$ cat src/rtl/rcv_buffer_ctrl.sv
// Receive buffer controller: completes the UART receiver's four-phase REQ/ACK handshake and queues bytes in a FIFO.
// Define RCV_DROP_ON_FULL_EN to acknowledge and discard bytes on a full FIFO; the default stalls the receiver.
module rcv_buffer_ctrl #(
    parameter int DEPTH   = 4,
    parameter int TIMEOUT = 255
) (
    input  logic                     clk,
    input  logic                     clr,
    input  logic                     RCV_REQ,
    input  logic [7:0]               RCV_DATA,
    output logic                     RCV_ACK,
    output logic [7:0]               OUT_DATA,
    output logic                     OUT_VALID,
    input  logic                     OUT_READY,
    output logic [$clog2(DEPTH):0]   COUNT,
    output logic [7:0]               OVF_CNT,
    output logic                     HS_ERR
);
    localparam int PW = $clog2(DEPTH);
    localparam int CW = PW + 1;
    localparam logic [CW-1:0] FULL_CNT = CW'(DEPTH);
    localparam logic [7:0]    TMO_LAST = 8'(TIMEOUT - 1);

    typedef enum logic [1:0] {
        ST_SYNC,
        ST_IDLE,
        ST_WAIT_SPACE,
        ST_ACK
    } state_e;

    state_e          state_q, state_d;
    logic            ack_q, ack_d;
    logic [7:0]      tmo_q, tmo_d;
    logic            hs_err_q, hs_err_d;
    logic [7:0]      ovf_q, ovf_d;
    logic [PW-1:0]   wr_ptr_q, wr_ptr_d;
    logic [PW-1:0]   rd_ptr_q, rd_ptr_d;
    logic [CW-1:0]   count_q, count_d;
    logic [7:0]      mem [DEPTH];

    logic full;
    logic wr_en;
    logic rd_en;

    // Fullness is judged on the occupancy at the start of the cycle, so a same-cycle pop never frees a slot for the write.
    assign full  = (count_q == FULL_CNT);
    assign rd_en = OUT_READY && (count_q != '0);

    // NOTE: every always_comb output gets a default before the case; any path that skipped one would infer a latch.
    always_comb begin
        state_d  = state_q;
        tmo_d    = tmo_q;
        hs_err_d = hs_err_q;
        ovf_d    = ovf_q;
        wr_en    = 1'b0;
        case (state_q)
            ST_SYNC: begin
                if (!RCV_REQ) state_d = ST_IDLE;
            end
            ST_IDLE: begin
                if (RCV_REQ) begin
                    tmo_d = '0;
                    if (!full) begin
                        wr_en   = 1'b1;
                        state_d = ST_ACK;
                    end else begin
`ifdef RCV_DROP_ON_FULL_EN
                        state_d = ST_ACK;
                        if (ovf_q != 8'hFF) ovf_d = ovf_q + 8'd1;
`else
                        state_d = ST_WAIT_SPACE;
`endif
                    end
                end
            end
            ST_WAIT_SPACE: begin
                if (!full) begin
                    wr_en   = 1'b1;
                    tmo_d   = '0;
                    state_d = ST_ACK;
                end
            end
            ST_ACK: begin
                if (!RCV_REQ) begin
                    state_d = ST_IDLE;
                end else if (tmo_q == TMO_LAST) begin
                    hs_err_d = 1'b1;
                    state_d  = ST_SYNC;
                end else begin
                    tmo_d = tmo_q + 8'd1;
                end
            end
            default: state_d = ST_SYNC;
        endcase
        ack_d    = (state_d == ST_ACK);
        wr_ptr_d = wr_ptr_q + PW'(wr_en);
        rd_ptr_d = rd_ptr_q + PW'(rd_en);
        count_d  = count_q + CW'(wr_en) - CW'(rd_en);
    end

    // NOTE: state registers use non-blocking assignments so every flop samples pre-edge values regardless of order.
    always_ff @(posedge clk) begin
        if (clr) begin
            state_q  <= ST_SYNC;
            ack_q    <= 1'b0;
            tmo_q    <= '0;
            hs_err_q <= 1'b0;
            ovf_q    <= '0;
            wr_ptr_q <= '0;
            rd_ptr_q <= '0;
            count_q  <= '0;
        end else begin
            state_q  <= state_d;
            ack_q    <= ack_d;
            tmo_q    <= tmo_d;
            hs_err_q <= hs_err_d;
            ovf_q    <= ovf_d;
            wr_ptr_q <= wr_ptr_d;
            rd_ptr_q <= rd_ptr_d;
            count_q  <= count_d;
        end
    end

    // NOTE: storage is deliberately not reset; the pointers and COUNT define which entries are meaningful.
    always_ff @(posedge clk) begin
        if (wr_en) mem[wr_ptr_q] <= RCV_DATA;
    end

    assign RCV_ACK   = ack_q;
    assign OUT_DATA  = mem[rd_ptr_q];
    assign OUT_VALID = (count_q != '0);
    assign COUNT     = count_q;
    assign OVF_CNT   = ovf_q;
    assign HS_ERR    = hs_err_q;

endmodule

$ cat config.mk
export PLATFORM = sky130hd
export DESIGN_NAME = rcv_buffer_ctrl
export DESIGN_NICKNAME = d
export VERILOG_FILES = /design/src/rtl/rcv_buffer_ctrl.sv
export SDC_FILE = /design/constraint.sdc
export NUM_CORES = 1
export LEC_CHECK = 0
export ABC_AREA = 1
export ABC_CLOCK_PERIOD_IN_PS = 2170
export BUFFER_PORTS_ARGS = -buffer_cell sky130_fd_sc_hd__buf_2
export CORE_MARGIN = 2
export CORE_UTILIZATION = 30
export DETAILED_ROUTE_END_ITERATION = 8
export PLACE_DENSITY = 0.58
export REMOVE_ABC_BUFFERS = 1
export SYNTH_ARGS = -nofsm -noshare
export SYNTH_HDL_FRONTEND = slang
export SYNTH_SLANG_ARGS = --single-unit
export TNS_END_PERCENT = 30
$ cat constraint.sdc
create_clock -name clk -period 2.17 [get_ports clk]
set_input_delay 0.3255 -clock clk [delete_from_list [all_inputs] [get_ports clk]]
set_output_delay 0.3255 -clock clk [all_outputs]
set_load 0.01 [all_outputs]
# After elaboration in Yosys (flattened, before gate mapping)
# Memory sizes are Yosys's and may differ from the RTL's. A register that Yosys moved wholly into a read port is not among the register bits.
# Index checks and enable logic that the tools add are counted.
# word_totals
n_memories	1
ram_bits	32
inputBits	12
reg_bits	19
# memory_table
name	depth	width	read_ports	rd_clocked_by_memory_dff	write_ports	line	rtl
mem	4	8	1	1	1	39	logic [7:0] mem [DEPTH];
# op_classes
eq_ne	10
addsub	5
n_reduce_logical	6
n_mux	18
# op_table
operator	n
$mux 8	4
$pmux 8 s3	1
$mux 2	6
$add 8x1->8 const B	1
$eq 8x8->1 const B	1
$ne 2x2->1 const B	4
$pmux 2 s4	1
$eq 2x2->1 const B	3
$reduce_bool 3->1	2
$mux 1	5
$reduce_and 5->1	1
$add 2x1->2	2
$add 3x1->3	1
$eq 3x3->1 const B	1
$reduce_and 3->1	1
$sub 3x1->3	1
$eq 2x1->1 const B	1
$logic_not 2->1	1
$pmux 1 s2	1
$logic_and 1x1->1	1

# Depth between registers and ports, before layout
# Gate-level depths: netlist of run 1.
# depth
word_depth	6
ltp_mapped	13
ltp_nobuf	13

# Least setup slack after synthesis of run 1
# OpenSTA, ideal clock, no wires.
# synth_path
path_kind	reg2reg
startpoint	reg state_q[1]
endpoint	reg count_q[2] (netlist: COUNT[2])
setup_ns	0.128
setup_slack_ns	0.050
stages_incl_launch_ff	12
path_buffers	0
arrival_time_ns	1.993
period_less_slack_ns	2.120
t_required_ns	2.042
cell_sequence	dfxtp_1 -> inv_1 -> ha_1 -> inv_1 -> nor2_1 -> inv_2 -> ha_1 -> inv_1 -> ha_1 -> fa_1 -> xnor2_1 -> nor2_1
# synth_between
elab_chain_len	4
word_cells_on_any_way	5
# synth_rtl
item	line	rtl
start: declaration	31	state_e state_q, state_d;
start signal: assignment	113	state_q <= state_d;
$eq 2x2->1 or $eq 2x1->1 (tied branches)	56	case (state_q)
$pmux 1 s2 *	56	
$add 3x1->3 *	98	count_d = count_q + CW'(wr_en) - CW'(rd_en);
$sub 3x1->3 *	98	
end signal: assignment	120	count_q <= count_d;
end: declaration	38	logic [CW-1:0] count_q, count_d;
# Mark *: on every way between the ends. The rest lies on a longest branch, timed or not.
# A chain may end at the register's enable or synchronous reset.

# Worst setup path in the final report of run 1
# layout_path
startpoint	reg state_q[0]
endpoint	reg count_q[1] (netlist: COUNT[1])
# layout_between
elab_chain_len	4
word_cells_on_any_way	5
# layout_rtl
item	line
$eq 2x2->1 or $eq 2x1->1 (tied branches)	56
$pmux 1 s2 *	56
$add 3x1->3 *	98
$sub 3x1->3 *	98
named net count_d[1]	38
# The timed path passes the listed nets; every way through them passes the cells marked *.

==> flow_summary.json, run 1 <==
{
  "met2WireLength_mm": 2.04,
  "netlist_instances": 254,
  "postPlaceCellArea_mm2": 0.00267,
  "ys_ff_latch": 51,
  "layout_setup_ws_ns": 0.104,
  "drtIter0Drc": 57,
  "cap_violations": 0,
  "place_ws_ns": -0.0266,
  "synth_cell_type_count": 28,
  "placed_cells": 386,
  "whs_ns": 0.246,
  "critPathCaptureType": "flop",
  "tns_ns": 0,
  "routedWlPerCell_um": 11.3,
  "initial_utilization": 0.309,
  "final_util": 0.374,
  "insertion_delay_ns": 0.30,
  "ios": 34,
  "p_per_area_mw_per_mm2": 876,
  "die_w_um": 93.2,
  "synth_area_mm2": 0.00239,
  "setup_viol": 0,
  "core_mm2": 0.00773,
  "fin_skew_ns": 0.0104,
  "fp.dieH_um": 93.2,
  "place_hpwl_mm": 3.01,
  "routed.top_layer": "met4",
  "crit_type": "flop to flop",
  "multi_input_area_um2": 953,
  "synth_warnings": 0,
  "root_buffer": "clkbuf_8",
  "p_leak_nw": 1.10,
  "finalMaxSlewViolations": 0,
  "final_hold_viol_count": 0,
  "clockBufferDepth": 2,
  "cts.htree.levels": 2,
  "first_global_vias": 1635,
  "status": "finished, final reports clean",
  "finalPower_mw": 2.53,
  "tritoncts_num_sinks": 51,
  "via_per_inst": 4.35,
  "port_buffers": 25,
  "fin_cells": 397,
  "grt_overflow": 0,
  "routed_wl_mm": 4.48,
  "antenna_found_initial": 0,
  "dr.pass1.iters": 4,
  "hold_path.class": "input port to flop",
  "fin_nets": 318,
  "num_vias": 1726,
  "area_delta_synth_final_pct": 21.0,
  "grt_util_all_layers": 0.107,
  "rsz0062_at_grt": "no",
  "fmaxAchievable_ghz": 0.484,
  "cts_tree": "done",
  "fin_crit_sh": 0.952,
  "avgSynthCellArea_um2": 9.40,
  "numCtsBuffers": 5,
  "place_congestion": 0.820,
  "postRouteAntennaNets": 0,
  "seqCellArea_mm2": 0.00135,
  "cts.clk_slew.worst_paths_ns": 0.10,
  "route.met3.wl_um": 258,
  "rows": 32,
  "nFillCells": 779,
  "drc": 0,
  "grt_max_degree": 18,
  "worstPathArrival_ns": 2.31,
  "drt-met1-wl_mm": 2.17,
  "postCtsHoldBufs": 0,
  "peakVddDrop_uv": 324,
  "critPathRequiredTime_ns": 2.41,
  "num_antenna_cells": 0,
  "critPathMaxFanout": 3,
  "cp-start-kind": "flop",
  "postLayoutCellArea_mm2": 0.00289,
  "grt_pass1_wl_mm": 7.34,
  "die_area_mm2": 0.00869,
  "synth_seq_area_share": 0.562,
  "drive_gt1_frac": 0.241,
  "min_period_ns": 2.07
}
[worst max-delay path, stage by stage (launching register included)]
cell and delay, ns:
dfxtp_4 0.39, inv_4 0.05, ha_4 0.26, inv_2 0.03
nor2_2 0.13, inv_2 0.06, ha_4 0.25, inv_1 0.03
ha_2 0.17, fa_2 0.52, inv_1 0.03, nor2_1 0.06
[sequential cells by signal, indices dropped and copies added, names as in the netlist]
| register | cells |
|---|---|
| tmo_q | 8 |
| COUNT | 3 |
| RCV_ACK | 1 |
| rd_ptr_q | 2 |
| state_q | 2 |
| HS_ERR | 1 |
| wr_ptr_q | 2 |
| mem | 32 |
[layout make-up]
| type | count | area share |
|---|---|---|
| clock buffers | 6 | 0.0286 |
| clock inverters | 2 | 0.0134 |
| multi-input cells | 169 | 0.330 |
| well taps | 102 | 0.0442 |
| flip-flops and latches | 51 | 0.466 |
| inverters | 28 | 0.0381 |
| repair buffers | 39 | 0.0797 |
[final timing paths]
path                     from   endpoint  depth (start not counted)  slack [ns]
setup reg to reg   state_q[0]   COUNT[1]                         11        0.10
hold / removal    RCV_DATA[7]  mem[0][7]                          1        0.25
hold reg to reg      tmo_q[7]   tmo_q[7]                          2        0.50
setup / recovery   state_q[0]   COUNT[1]                         11        0.10
[cell families after synthesis]
kind of cell,count (synthesis),synth area share
AOI/OAI and AO/OA,41,0.0943
xor gates and xnor gates,6,0.0220
adders and majority gates,12,0.0660
buffers and inverters,41,0.0770
DFF,51,0.562
other,1,0.00157
and+or+nand+nor,102,0.178
[what timing repair did]
item / 4_1_cts / 5_1_grt
buffers inserted: 0 / 3
endpoints found under the setup margin: 1 / 2
pin swaps: 1 / 3
resized for setup: 7 / 14
[routing by layer]
metal,GRT usage,up-vias
met3,0.0330,2
met2,0.179,37
li1,-,901
met4,0.0221,0
met5,0,-
met1,0.136,786
[Yosys cell counts, drive strengths merged]
| library cell | count | area, um2 |
|---|---|---|
| o21bai | 2 | 15.0 |
| nor2 | 45 | 179 |
| fa | 1 | 20.0 |
| ha | 11 | 138 |
| xnor2 | 5 | 43.8 |
| buf | 8 | 60.1 |
| edfxtp | 32 | 961 |
| nand3 | 6 | 30.0 |
| xor2 | 1 | 8.76 |
| o22ai | 8 | 50.1 |
| nor3b | 1 | 7.51 |
| dfxtp | 19 | 380 |
| o21a | 1 | 7.51 |
| inv | 27 | 101 |
| nor3 | 4 | 20.0 |
| clkinv | 1 | 3.75 |
| a21boi | 1 | 7.51 |
| nand2 | 46 | 188 |
| conb | 1 | 3.75 |
| clkbuf | 5 | 18.8 |
| o21ai | 20 | 100 |
| a21oi | 9 | 45.0 |
[cell usage in the layout, fill, tap and decap left out, types with 2 or more instances in the layout]
master / Yosys / layout
a21oi_1: 9 / 9
dfxtp_1: 19 / 17
clkbuf_8: 0 / 6
o22ai_1: 8 / 8
ha_4: 0 / 4
o21bai_1: 2 / 2
nand3_1: 6 / 6
nand2_2: 3 / 4
buf_4: 8 / 14
inv_4: 0 / 2
o21ai_0: 18 / 18
nor2_2: 1 / 2
edfxtp_1: 32 / 32
inv_2: 3 / 5
conb_1: 1 / 8
xnor2_1: 5 / 5
buf_2: 0 / 25
nand2_1: 42 / 41
inv_1: 24 / 20
nor3_1: 4 / 4
nor2_1: 43 / 42
ha_1: 11 / 6
[power breakdown]
part	internal (mW)	total (mW)	switching (mW)
logic	0.284	0.717	0.432
registers	1.08	1.12	0.0465
clock network	0.379	0.690	0.310
Power figures use the tool's default switching activity.
==> run 2: changes to the inputs <==
Settings changed: ABC_CLOCK_PERIOD_IN_PS 2170 to 2000, MAX_ROUTING_LAYER set to met4, PLACE_DENSITY 0.58 to 0.56.
Clock period 2.17 ns to 2 ns, I/O delays scaled along.
==> flow_summary.json, run 2 (same netlist as run 1, synthesis figures left out) <==
{
  "fin_cells": 401,
  "largest-register": "mem",
  "dr.pass1.iters": 4,
  "root_buffer": "clkbuf_8",
  "drc": 0,
  "status": "finished, violations left",
  "fin_nets": 322,
  "critPathRequiredTime_ns": 2.24,
  "antenna_found_initial": 0,
  "tritoncts_num_sinks": 51,
  "hold_path.class": "input port to flop",
  "finalMaxSlewViolations": 0,
  "die_area_mm2": 0.00869,
  "place_hpwl_mm": 3.04,
  "ios": 34,
  "path_delay_family": "adder cells",
  "routed_wl_mm": 4.53,
  "num_antenna_cells": 0,
  "min_period_ns": 2.02,
  "postCtsHoldBufs": 0,
  "cp_slowest_cell": "fa_2",
  "fmaxAchievable_ghz": 0.495,
  "placed_cells": 391,
  "place_congestion": 0.789,
  "cts_tree": "done",
  "cp_cell_sequence": "inv_2 -> ha_1 -> inv_2 -> nor2_4 -> inv_2 -> ha_4 -> inv_2 -> ha_4 -> fa_2 -> inv_1 -> nor2_1",
  "p_per_area_mw_per_mm2": 915,
  "num_vias": 1761,
  "drtIter0Drc": 79,
  "first_global_vias": 1665,
  "routedWlPerCell_um": 11.3,
  "cpMostUsedCell": "inv_2",
  "grt_pass1_wl_mm": 7.50,
  "peakVddDrop_uv": 310,
  "largest_reg_flops": 32,
  "area_delta_synth_final_pct": 21.0,
  "cts.clk_slew.worst_paths_ns": 0.09,
  "grt_util_all_layers": 0.111,
  "final_common_cell": "nor2_1",
  "setup_viol": 2,
  "port_buffers": 25,
  "numCtsBuffers": 5,
  "cap_violations": 0,
  "postRouteAntennaNets": 0,
  "clockBufferDepth": 2,
  "p_leak_nw": 1.10,
  "max_stage_delay_ns": 0.51,
  "cp-start-kind": "flop",
  "via_per_inst": 4.39,
  "layout_common_cells": "nor2_1, nand2_1, edfxtp_1, buf_2, inv_1",
  "critPathCaptureType": "flop",
  "drive_gt1_frac": 0.254,
  "cts.htree.levels": 2,
  "path_buf_inv": 5,
  "grt_max_degree": 18,
  "critPathMaxFanout": 3,
  "grt_overflow": 0,
  "core_mm2": 0.00773,
  "final_util": 0.374,
  "layout_setup_ws_ns": -0.0188,
  "fin_skew_ns": 0.00417,
  "initial_utilization": 0.309,
  "worstPathArrival_ns": 2.26,
  "final_hold_viol_count": 0,
  "crit_type": "flop to flop",
  "insertion_delay_ns": 0.29,
  "rsz0062_at_grt": "yes",
  "violations": "setup timing",
  "fp.dieH_um": 93.2,
  "rows": 32,
  "fin_crit_sh": 1.01,
  "die_w_um": 93.2
}
==> run 2: cell types whose count changed in the layout (fill, tap and decap cells not counted), sizes merged <==
cell / previous run / this run
clkinv: 1 / 3
bufinv: 1 / 0
clkinvlp: 0 / 1
clkbuf: 6 / 5
buf: 39 / 43
inv: 28 / 27
==> run 2: what timing repair did <==
| item | in CTS | in global routing |
|---|---|---|
| endpoints found under the setup margin | 2 | 2 |
| pin swaps | 3 | 0 |
| setup buffers | 2 | 0 |
| gates resized for setup | 21 | 2 |
==> run 2: per-layer routing <==
metal	track usage	part of all wire	wire, um
met1	0.122	0.44	1970
met2	0.204	0.52	2360
met3	0.0266	0.042	189
met4	0.0257	0.0013	6
met5	-	0	0
==> run 2: worst reg2reg max path, stage by stage, from the launching register on <==
cell     delay (ns)
dfxtp_4        0.38
inv_2          0.05
ha_1           0.29
inv_2          0.05
nor2_4         0.09
inv_2          0.06
ha_4           0.26
inv_2          0.04
ha_4           0.14
fa_2           0.51
inv_1          0.03
nor2_1         0.06
==> run 2: power by group <==
part	internal, mW	switching [mW]
registers	1.17	0.0523
logic	0.357	0.486
clock network	0.244	0.333
==> run 2: area by class of cell <==
| cell class | instances | area (um2) |
|---|---|---|
| multi-input combinational | 169 | 961 |
| tap | 102 | 128 |
| sequential | 51 | 1350 |
| clock buffer | 5 | 68.8 |
| inverter | 28 | 105 |
| fill | 803 | 4840 |
| timing repair buffer | 43 | 260 |
| clock inverter | 3 | 20.0 |
==> run 2: metrics by stage <==
stage / worst slack, ns / instance area [um2] / hold slack, ns / setup TNS, ns / total power, mW
floorplan: -0.107 / 2340 / 0.369 / -0.162 / 1.69
global placement: -0.119 / 2710 / 0.452 / -0.171 / 1.99
detailed placement: -0.207 / 2710 / 0.464 / -0.341 / 2.01
CTS: -0.0187 / 2880 / 0.201 / -0.0187 / 2.66
global route: -0.126 / 2890 / 0.200 / -0.248 / 2.83
finish: -0.0188 / 2890 / 0.214 / -0.0298 / 2.64
==> run 2: final timing paths <==
check	from	endpoint	slack (ns)	depth (start not counted)
min	RCV_DATA[6]	mem[0][6]	0.21	1
max	state_q[0]	COUNT[1]	-0.02	11
max reg2reg	state_q[0]	COUNT[1]	-0.02	11
min reg2reg	HS_ERR	HS_ERR	0.48	2
==> run 3: changes to the inputs <==
Settings changed: REMOVE_ABC_BUFFERS 1 to not set.
==> flow_summary.json, run 3 (same netlist as run 1, synthesis figures left out) <==
{
  "initial_utilization": 0.309,
  "drive_gt1_frac": 0.262,
  "route.met3.wl_um": 172,
  "routed_wl_mm": 4.72,
  "tritoncts_num_sinks": 51,
  "largest-register": "mem",
  "core_mm2": 0.00773,
  "cp-start-kind": "flop",
  "cts.htree.levels": 2,
  "min_from": "RCV_DATA[7]",
  "routed.top_layer": "met4",
  "root_buffer": "clkbuf_8",
  "finalPower_mw": 2.81,
  "p_leak_nw": 1.14,
  "num_vias": 1758,
  "grt_overflow": 0,
  "postPlaceCellArea_mm2": 0.00272,
  "startpoint": "state_q[1]",
  "area_delta_synth_final_pct": 24.3,
  "critPathMaxFanout": 3,
  "drtIter0Drc": 48,
  "place_congestion": 0.853,
  "die_w_um": 93.2,
  "drc": 0,
  "critPathRequiredTime_ns": 2.25,
  "clockBufferDepth": 2,
  "final_common_cell": "nor2_1",
  "finalMaxSlewViolations": 0,
  "fin_nets": 324,
  "crit-reg2reg-launch": "state_q[1]",
  "path_buf_inv": 5,
  "die_area_mm2": 0.00869,
  "setup_viol": 1,
  "worstPathArrival_ns": 2.25,
  "layout_common_cells": "nor2_1, nand2_1, edfxtp_1, buf_2, buf_4",
  "dr.pass1.iters": 4,
  "postCtsHoldBufs": 0,
  "num_antenna_cells": 0,
  "insertion_delay_ns": 0.30,
  "hold_path.class": "input port to flop",
  "fin_crit_sh": 1.00,
  "max_stage_delay_ns": 0.51,
  "crit_type": "flop to flop",
  "grt_pass1_wl_mm": 7.91,
  "cts.clk_slew.worst_paths_ns": 0.09,
  "port_buffers": 25,
  "fp.dieH_um": 93.2,
  "postLayoutCellArea_mm2": 0.00297,
  "path_delay_family": "adder cells",
  "fmaxAchievable_ghz": 0.498,
  "place_ws_ns": -0.0603,
  "cts_tree": "done",
  "status": "finished, violations left",
  "antenna_found_initial": 0,
  "routedWlPerCell_um": 11.7,
  "rsz0062_at_grt": "yes",
  "numCtsBuffers": 5,
  "ios": 34,
  "cp_cell_sequence": "inv_4 -> ha_4 -> nand2_4 -> inv_4 -> o21ai_4 -> nor2_4 -> inv_2 -> ha_4 -> inv_4 -> ha_4 -> fa_2 -> inv_1 -> nor2_1",
  "r2r_cells": 13,
  "tns_ns": -0.00603,
  "violations": "setup timing",
  "min_period_ns": 2.01,
  "grt_util_all_layers": 0.118,
  "layout_setup_ws_ns": -0.00603,
  "cap_violations": 0,
  "met2WireLength_mm": 2.32,
  "first_global_vias": 1738,
  "peakVddDrop_uv": 322,
  "fin_skew_ns": 0.00330,
  "drt-met1-wl_mm": 2.20,
  "rrSetupSlack_ns": -0.006,
  "postRouteAntennaNets": 0,
  "place_hpwl_mm": 3.17,
  "via_per_inst": 4.36,
  "largest_reg_flops": 32,
  "hold_end": "mem[0][7]",
  "grt_max_degree": 18,
  "final_hold_viol_count": 0,
  "rows": 32,
  "p_per_area_mw_per_mm2": 946,
  "critPathCaptureType": "flop",
  "rr_endpoint": "COUNT[1]",
  "hold_depth": 1,
  "cp_slowest_cell": "fa_2"
}
run 3: cell count changes in the layout (fill, tap and decap cells not counted), moves of 2 or more:
cell   change
buf_4      +2
ha_4       +2
inv_2      -4
inv_4      +4
run 3: cell type report:
class,instances,area (um2)
clock buffers,6,82.6
flip-flops and latches,51,1350
repair buffers,45,275
well taps,102,128
clock inverters,2,38.8
fillers,790,4760
inverters,28,115
multi-input cells,169,981
run 3: worst max path at each step:
stage / slack [ns] / end / cells after the start
after floorplan: 0.001 / COUNT[1] / 13
after global placement: -0.02 / COUNT[1] / 11
after detailed placement: -0.06 / COUNT[1] / 13
after CTS: -0.008 / COUNT[1] / 13
after global routing: -0.11 / COUNT[1] / 13
final: -0.006 / COUNT[1] / 13
run 3: timing repair:
item,in CTS,in global routing
pin swaps,6,6
endpoints found under the setup margin,2,2
gates resized for setup,13,5
buffers inserted,4,2
cloned,0,0
run 3: where the power goes:
group	total, mW	switching, mW	internal, mW
Sequential	1.22	0.0522	1.17
Clock	0.759	0.347	0.412
Combinational	0.827	0.484	0.344
run 3: layer usage:
metal / vias up / global-route usage
met1: 808 / 0.142
li1: 911 / -
met4: 0 / 0.0257
met3: 4 / 0.0274
met2: 35 / 0.201
met5: - / -
run 3: through the flow:
| stage | util | hold slack (ns) | instances |
|---|---|---|---|
| 2_1_floorplan | - | 0.399 | 261 |
| 3_3_place_gp | 0.352 | 0.450 | 389 |
| 3_5_place_dp | 0.352 | 0.461 | 389 |
| 4_1_cts | 0.379 | 0.200 | 401 |
| 5_1_grt | 0.384 | 0.208 | 403 |
| 6_report | 0.384 | 0.208 | 403 |
